### config.mk
export PLATFORM = sky130hd
export DESIGN_NAME = pipeline_ctrl
export DESIGN_NICKNAME = d
export VERILOG_FILES = /design/src/rtl/pipeline_ctrl.sv
export SDC_FILE = /design/constraint.sdc
export NUM_CORES = 1
export LEC_CHECK = 0
export BUFFER_PORTS_ARGS = -buffer_cell sky130_fd_sc_hd__buf_2
export CAP_MARGIN = 15
export CORE_AREA = 2 2 39 41
export CTS_CLUSTER_DIAMETER = 50
export DETAILED_ROUTE_END_ITERATION = 8
export DIE_AREA = 0 0 41 43
export GPL_TIMING_DRIVEN = 0
export PLACE_DENSITY = 0.67
export SLEW_MARGIN = 20
export SYNTH_ARGS = -nofsm -noshare
export SYNTH_HDL_FRONTEND = slang
export SYNTH_SLANG_ARGS = --single-unit
### constraint.sdc
create_clock -name CLK -period 1.6 [get_ports CLK]
set_clock_uncertainty 0.15 [all_clocks]
set_input_delay 0.16 -clock CLK [delete_from_list [all_inputs] [get_ports CLK]]
set_output_delay 0.16 -clock CLK [all_outputs]
set_load 0.1 [all_outputs]
### src/rtl/pipeline_ctrl.sv
// pipeline_ctrl: hazard/sequencing controller for the IF/ID, ID/EX, EX/MEM, MEM/WB latches of the 5-stage core
// Ports: CLK, RST (sync, active-high); ihit/dhit fetch and data-access completion; mem_ren/mem_wen MEM access;
//   ex_memread/ex_rt/id_rs/id_rt load-use compare; jump_id/branch_ex redirects; halt_mem halt in MEM;
//   pc_en and per-latch *_en/*_flush controls; halt_out sticky halted flag.
// PIPE_PERF_EN adds CNT_W-wide stall_cycles and flush_events counters.
module pipeline_ctrl #(
  parameter int REG_W = 5
`ifdef PIPE_PERF_EN
  , parameter int CNT_W = 32
`endif
) (
  input  logic             CLK,
  input  logic             RST,
  input  logic             ihit,
  input  logic             dhit,
  input  logic             mem_ren,
  input  logic             mem_wen,
  input  logic             ex_memread,
  input  logic [REG_W-1:0] ex_rt,
  input  logic [REG_W-1:0] id_rs,
  input  logic [REG_W-1:0] id_rt,
  input  logic             jump_id,
  input  logic             branch_ex,
  input  logic             halt_mem,
  output logic             pc_en,
  output logic             ifid_en,
  output logic             ifid_flush,
  output logic             idex_en,
  output logic             idex_flush,
  output logic             exmem_en,
  output logic             exmem_flush,
  output logic             memwb_en,
  output logic             memwb_flush,
  output logic             halt_out
`ifdef PIPE_PERF_EN
  , output logic [CNT_W-1:0] stall_cycles
  , output logic [CNT_W-1:0] flush_events
`endif
);
  typedef enum logic [1:0] {RUN, DWAIT, HALTED} state_t;
  state_t state_q, state_d;
  logic load_use, mem_stall, redirect;
  assign load_use = ex_memread && ex_rt != '0 && (ex_rt == id_rs || ex_rt == id_rt);
  // DWAIT keeps stalling on !dhit even if the request lines drop
  assign mem_stall = (state_q == DWAIT || mem_ren || mem_wen) && !dhit;
  always_ff @(posedge CLK) begin
    if (RST) state_q <= RUN;
    else     state_q <= state_d;
  end
  always_comb begin
    pc_en       = 1'b0;
    ifid_en     = 1'b0;
    ifid_flush  = 1'b0;
    idex_en     = 1'b0;
    idex_flush  = 1'b0;
    exmem_en    = 1'b0;
    exmem_flush = 1'b0;
    memwb_en    = 1'b0;
    memwb_flush = 1'b0;
    halt_out    = 1'b0;
    redirect    = 1'b0;
    state_d     = state_q;
    if (RST) begin
      ifid_flush  = 1'b1;
      idex_flush  = 1'b1;
      exmem_flush = 1'b1;
      memwb_flush = 1'b1;
      state_d     = RUN;
    end else if (state_q == HALTED) begin
      halt_out = 1'b1;
    end else if (mem_stall) begin
      memwb_flush = 1'b1;
      state_d     = DWAIT;
    end else if (halt_mem) begin
      ifid_flush  = 1'b1;
      idex_flush  = 1'b1;
      exmem_flush = 1'b1;
      memwb_en    = 1'b1;
      state_d     = HALTED;
    end else if (branch_ex) begin
      pc_en      = 1'b1;
      ifid_flush = 1'b1;
      idex_flush = 1'b1;
      exmem_en   = 1'b1;
      memwb_en   = 1'b1;
      redirect   = 1'b1;
      state_d    = RUN;
    end else if (load_use) begin
      idex_flush = 1'b1;
      exmem_en   = 1'b1;
      memwb_en   = 1'b1;
      state_d    = RUN;
    end else begin
      // jump redirects the PC and squashes IF/ID; a fetch miss bubbles IF/ID and holds the PC
      pc_en      = jump_id || ihit;
      ifid_flush = jump_id || !ihit;
      ifid_en    = !jump_id && ihit;
      idex_en    = 1'b1;
      exmem_en   = 1'b1;
      memwb_en   = 1'b1;
      redirect   = jump_id;
      state_d    = RUN;
    end
  end
`ifdef PIPE_PERF_EN
  always_ff @(posedge CLK) begin
    if (RST) begin
      stall_cycles <= '0;
      flush_events <= '0;
    end else if (state_q != HALTED) begin
      if (!pc_en) stall_cycles <= stall_cycles + 1'b1;
      if (redirect) flush_events <= flush_events + 1'b1;
    end
  end
`endif
endmodule

==> impl_metrics.ini <==
[logic_synthesis]
synth-seq-area-share = 0.1127
synthesis.nets = 74
synth-xor-area-share = 0.2465
synth_compound_area_frac = 0.2254
synth-async-reset-ratio = 0
synth-simple-area-share = 0.3345
muxShareOfSynthArea = 0
synth_edf_count = 0
syn_inst = 49
syn_avg_cell_area_um2 = 7.252
synthDistinctLibCells = 26
synth_top_family_by_area = simple AND/OR/NAND/NOR gates
syn_area_um2 = 355.3
synth_flop_cell = dfxtp_1
ys_ff_latch = 2
synth_warnings = 0
synth_fa_ha_area_frac = 0.02817

[floorplanning]
start_util = 0.2568
io_pins = 35
die_h_um = 43
core.rowCount = 14
core_area_mm2 = 0.001384
die_w_um = 41
die_area_mm2 = 0.001763

[finish]
utilization = 0.6944
area_delta_synth_final_pct = 170.4
nets = 120
reg_top3 = state_q x2
regMostFlops = state_q
fillers = 113
num_antenna_cells = 0
largest_reg_flops = 2
final_common_cell = buf_2
mostFrequentLayoutCells = buf_2, xnor2_1, buf_12
multi_input_area_um2 = 471.7
drive_gt1_frac = 0.7419
fin_area_um2 = 960.9
seq_area_um2 = 42.54

[min_path]
hp-class = input port to flip-flop

[setup_path]
slowest_stage = or4_4
path_class = input port to output port
crit_chain = buf_8, or4_4, o21a_4, and3_4, a221o_4, buf_12
worst_ep_arrival_time_ns = 1.69
crit_fanout = 4
endpoint_kind = output port
cpPeakStageDelay_ns = 0.52
worstSetupStartpointType = input port
crit_required_ns = 1.29

[power]
max-vdd-ir-drop_mv = 0.2765
p_leak_nw = 0.3724
power.density_mw_per_mm2 = 586.8

[grt]
grt_pass1_vias = 512
grt_pass1_wl_um = 2145
grt_max_degree = 11
grt.overflow.total = 0
antenna_found_initial = 0
track_usage = 0.1794

[sta]
fin_ws_ns = -0.4014
tns_ns = -1.861
rsz0062_at_grt = yes
slew_viol_final = 0
max_freq_ghz = 0.4997
post-route-period-util = 1.251
timing.final.hold_violations = 0
period_needed_ns = 2.001
setup_viol = 9
relSlewSlack = 0.6084
worst_pin_slew_ns = 0.5875

[flow_run]
drv_cap = 0

[cts]
clock_latency_ns = 0.22
cts_max_level = 1
cts_hold_buffers = 0
cts-root-buf = clkbuf_4
clk_pin_slew_ns = 0.03
cts_sinks = 2
cts_tree = built
cts_buffers = 3
clock_path_buffers = 2

[routing]
drcViolationCount = 0
viasPerCell = 4.890
firstDrtPassIters = 2
dr_total_vias = 533
ant_nets = 0
wl_per_cell_um = 12.68
drt_iter0_drc = 5
drt-total-wl_um = 1382

[place]
placed_area_um2 = 668.1
finalWeightedCongestion = 0.6120
io_buffers = 33
dpl.hpwl_um = 939.7

[status]
status = complete, but fails checks
violations = negative setup slack
## metrics by stage
step	hold slack, ns	power (W)	std cells	setup WS [ns]
after floorplan	0.08931	0.0002881	49	-0.5327
after CTS	0.02392	0.0005594	108	-0.4437
after global placement	0.2524	0.0003472	98	-0.7278
after global routing	0.03906	0.0005913	109	-0.4239
after detailed placement	0.2561	0.0003510	98	-0.7551
final	0.02847	0.0005639	109	-0.4014
## path summary, 6_finish.rpt
check | slack, ns | cells after the start | to | from
max reg2reg | 0.41 | 4 | state_q[1] | state_q[1]
min reg2reg | 0.52 | 3 | state_q[1] | state_q[0]
min | 0.03 | 2 | state_q[0] | dhit
max | -0.40 | 6 | idex_flush | ex_rt[1]
## logic make-up after synthesis
group / after synthesis
AOI/OAI and AO/OA: 11
xor gates and xnor gates: 10
adders and majority gates: 1
buffers and inverters: 5
DFF: 2
and+or+nand+nor: 20
## repair_timing
item	4_1_cts	5_1_grt
setup endpoints to repair	10	9
setup buffers	7	2
gates resized for setup	53	2
pin swaps	5	5
## critical path: cells and delay by family
| family | cells | cell delay [ns] |
|---|---|---|
| and+or+nand+nor | 2 | 0.67 |
| AOI/OAI and AO/OA | 2 | 0.59 |
| buffers and inverters | 2 | 0.26 |
## layout make-up
cell class | count | area share
clock buffer | 3 | 0.02344
multi-input combinational | 42 | 0.4909
inverter | 4 | 0.02344
buffer | 1 | 0.003906
timing repair buffer | 41 | 0.3932
tap | 16 | 0.02083
sequential | 2 | 0.04427
## synthesized netlist by cell type, drive strengths merged (2+ instances only)
| master | count | area [um^2] |
|---|---|---|
| nand2b | 2 | 12.51 |
| a211oi | 2 | 15.01 |
| xnor2 | 10 | 87.58 |
| a31oi | 2 | 12.51 |
| dfxtp | 2 | 40.04 |
| nor3 | 2 | 10.01 |
| nand2 | 3 | 11.26 |
| nand3 | 3 | 15.01 |
| inv | 4 | 15.01 |
| nor2 | 3 | 11.26 |
## where the power goes
group	internal [W]	leakage, nW	switching, W
Combinational	0.000167	0.341	0.000229
Clock	0.0000825	0.0138	0.0000263
Sequential	0.0000550	0.0172	0.00000387
## routing by layer
metal / up-vias / track usage / share of wire / wire length, um
met1: 243 / 0.1757 / 0.35 / 485
met5: - / 0 / 0 / 0
li1: 264 / - / - / -
met2: 26 / 0.3469 / 0.58 / 799
met3: 0 / 0.02094 / 0.070 / 97
met4: 0 / 0.06000 / 0 / 0
(Power assumes the default switching activity.)
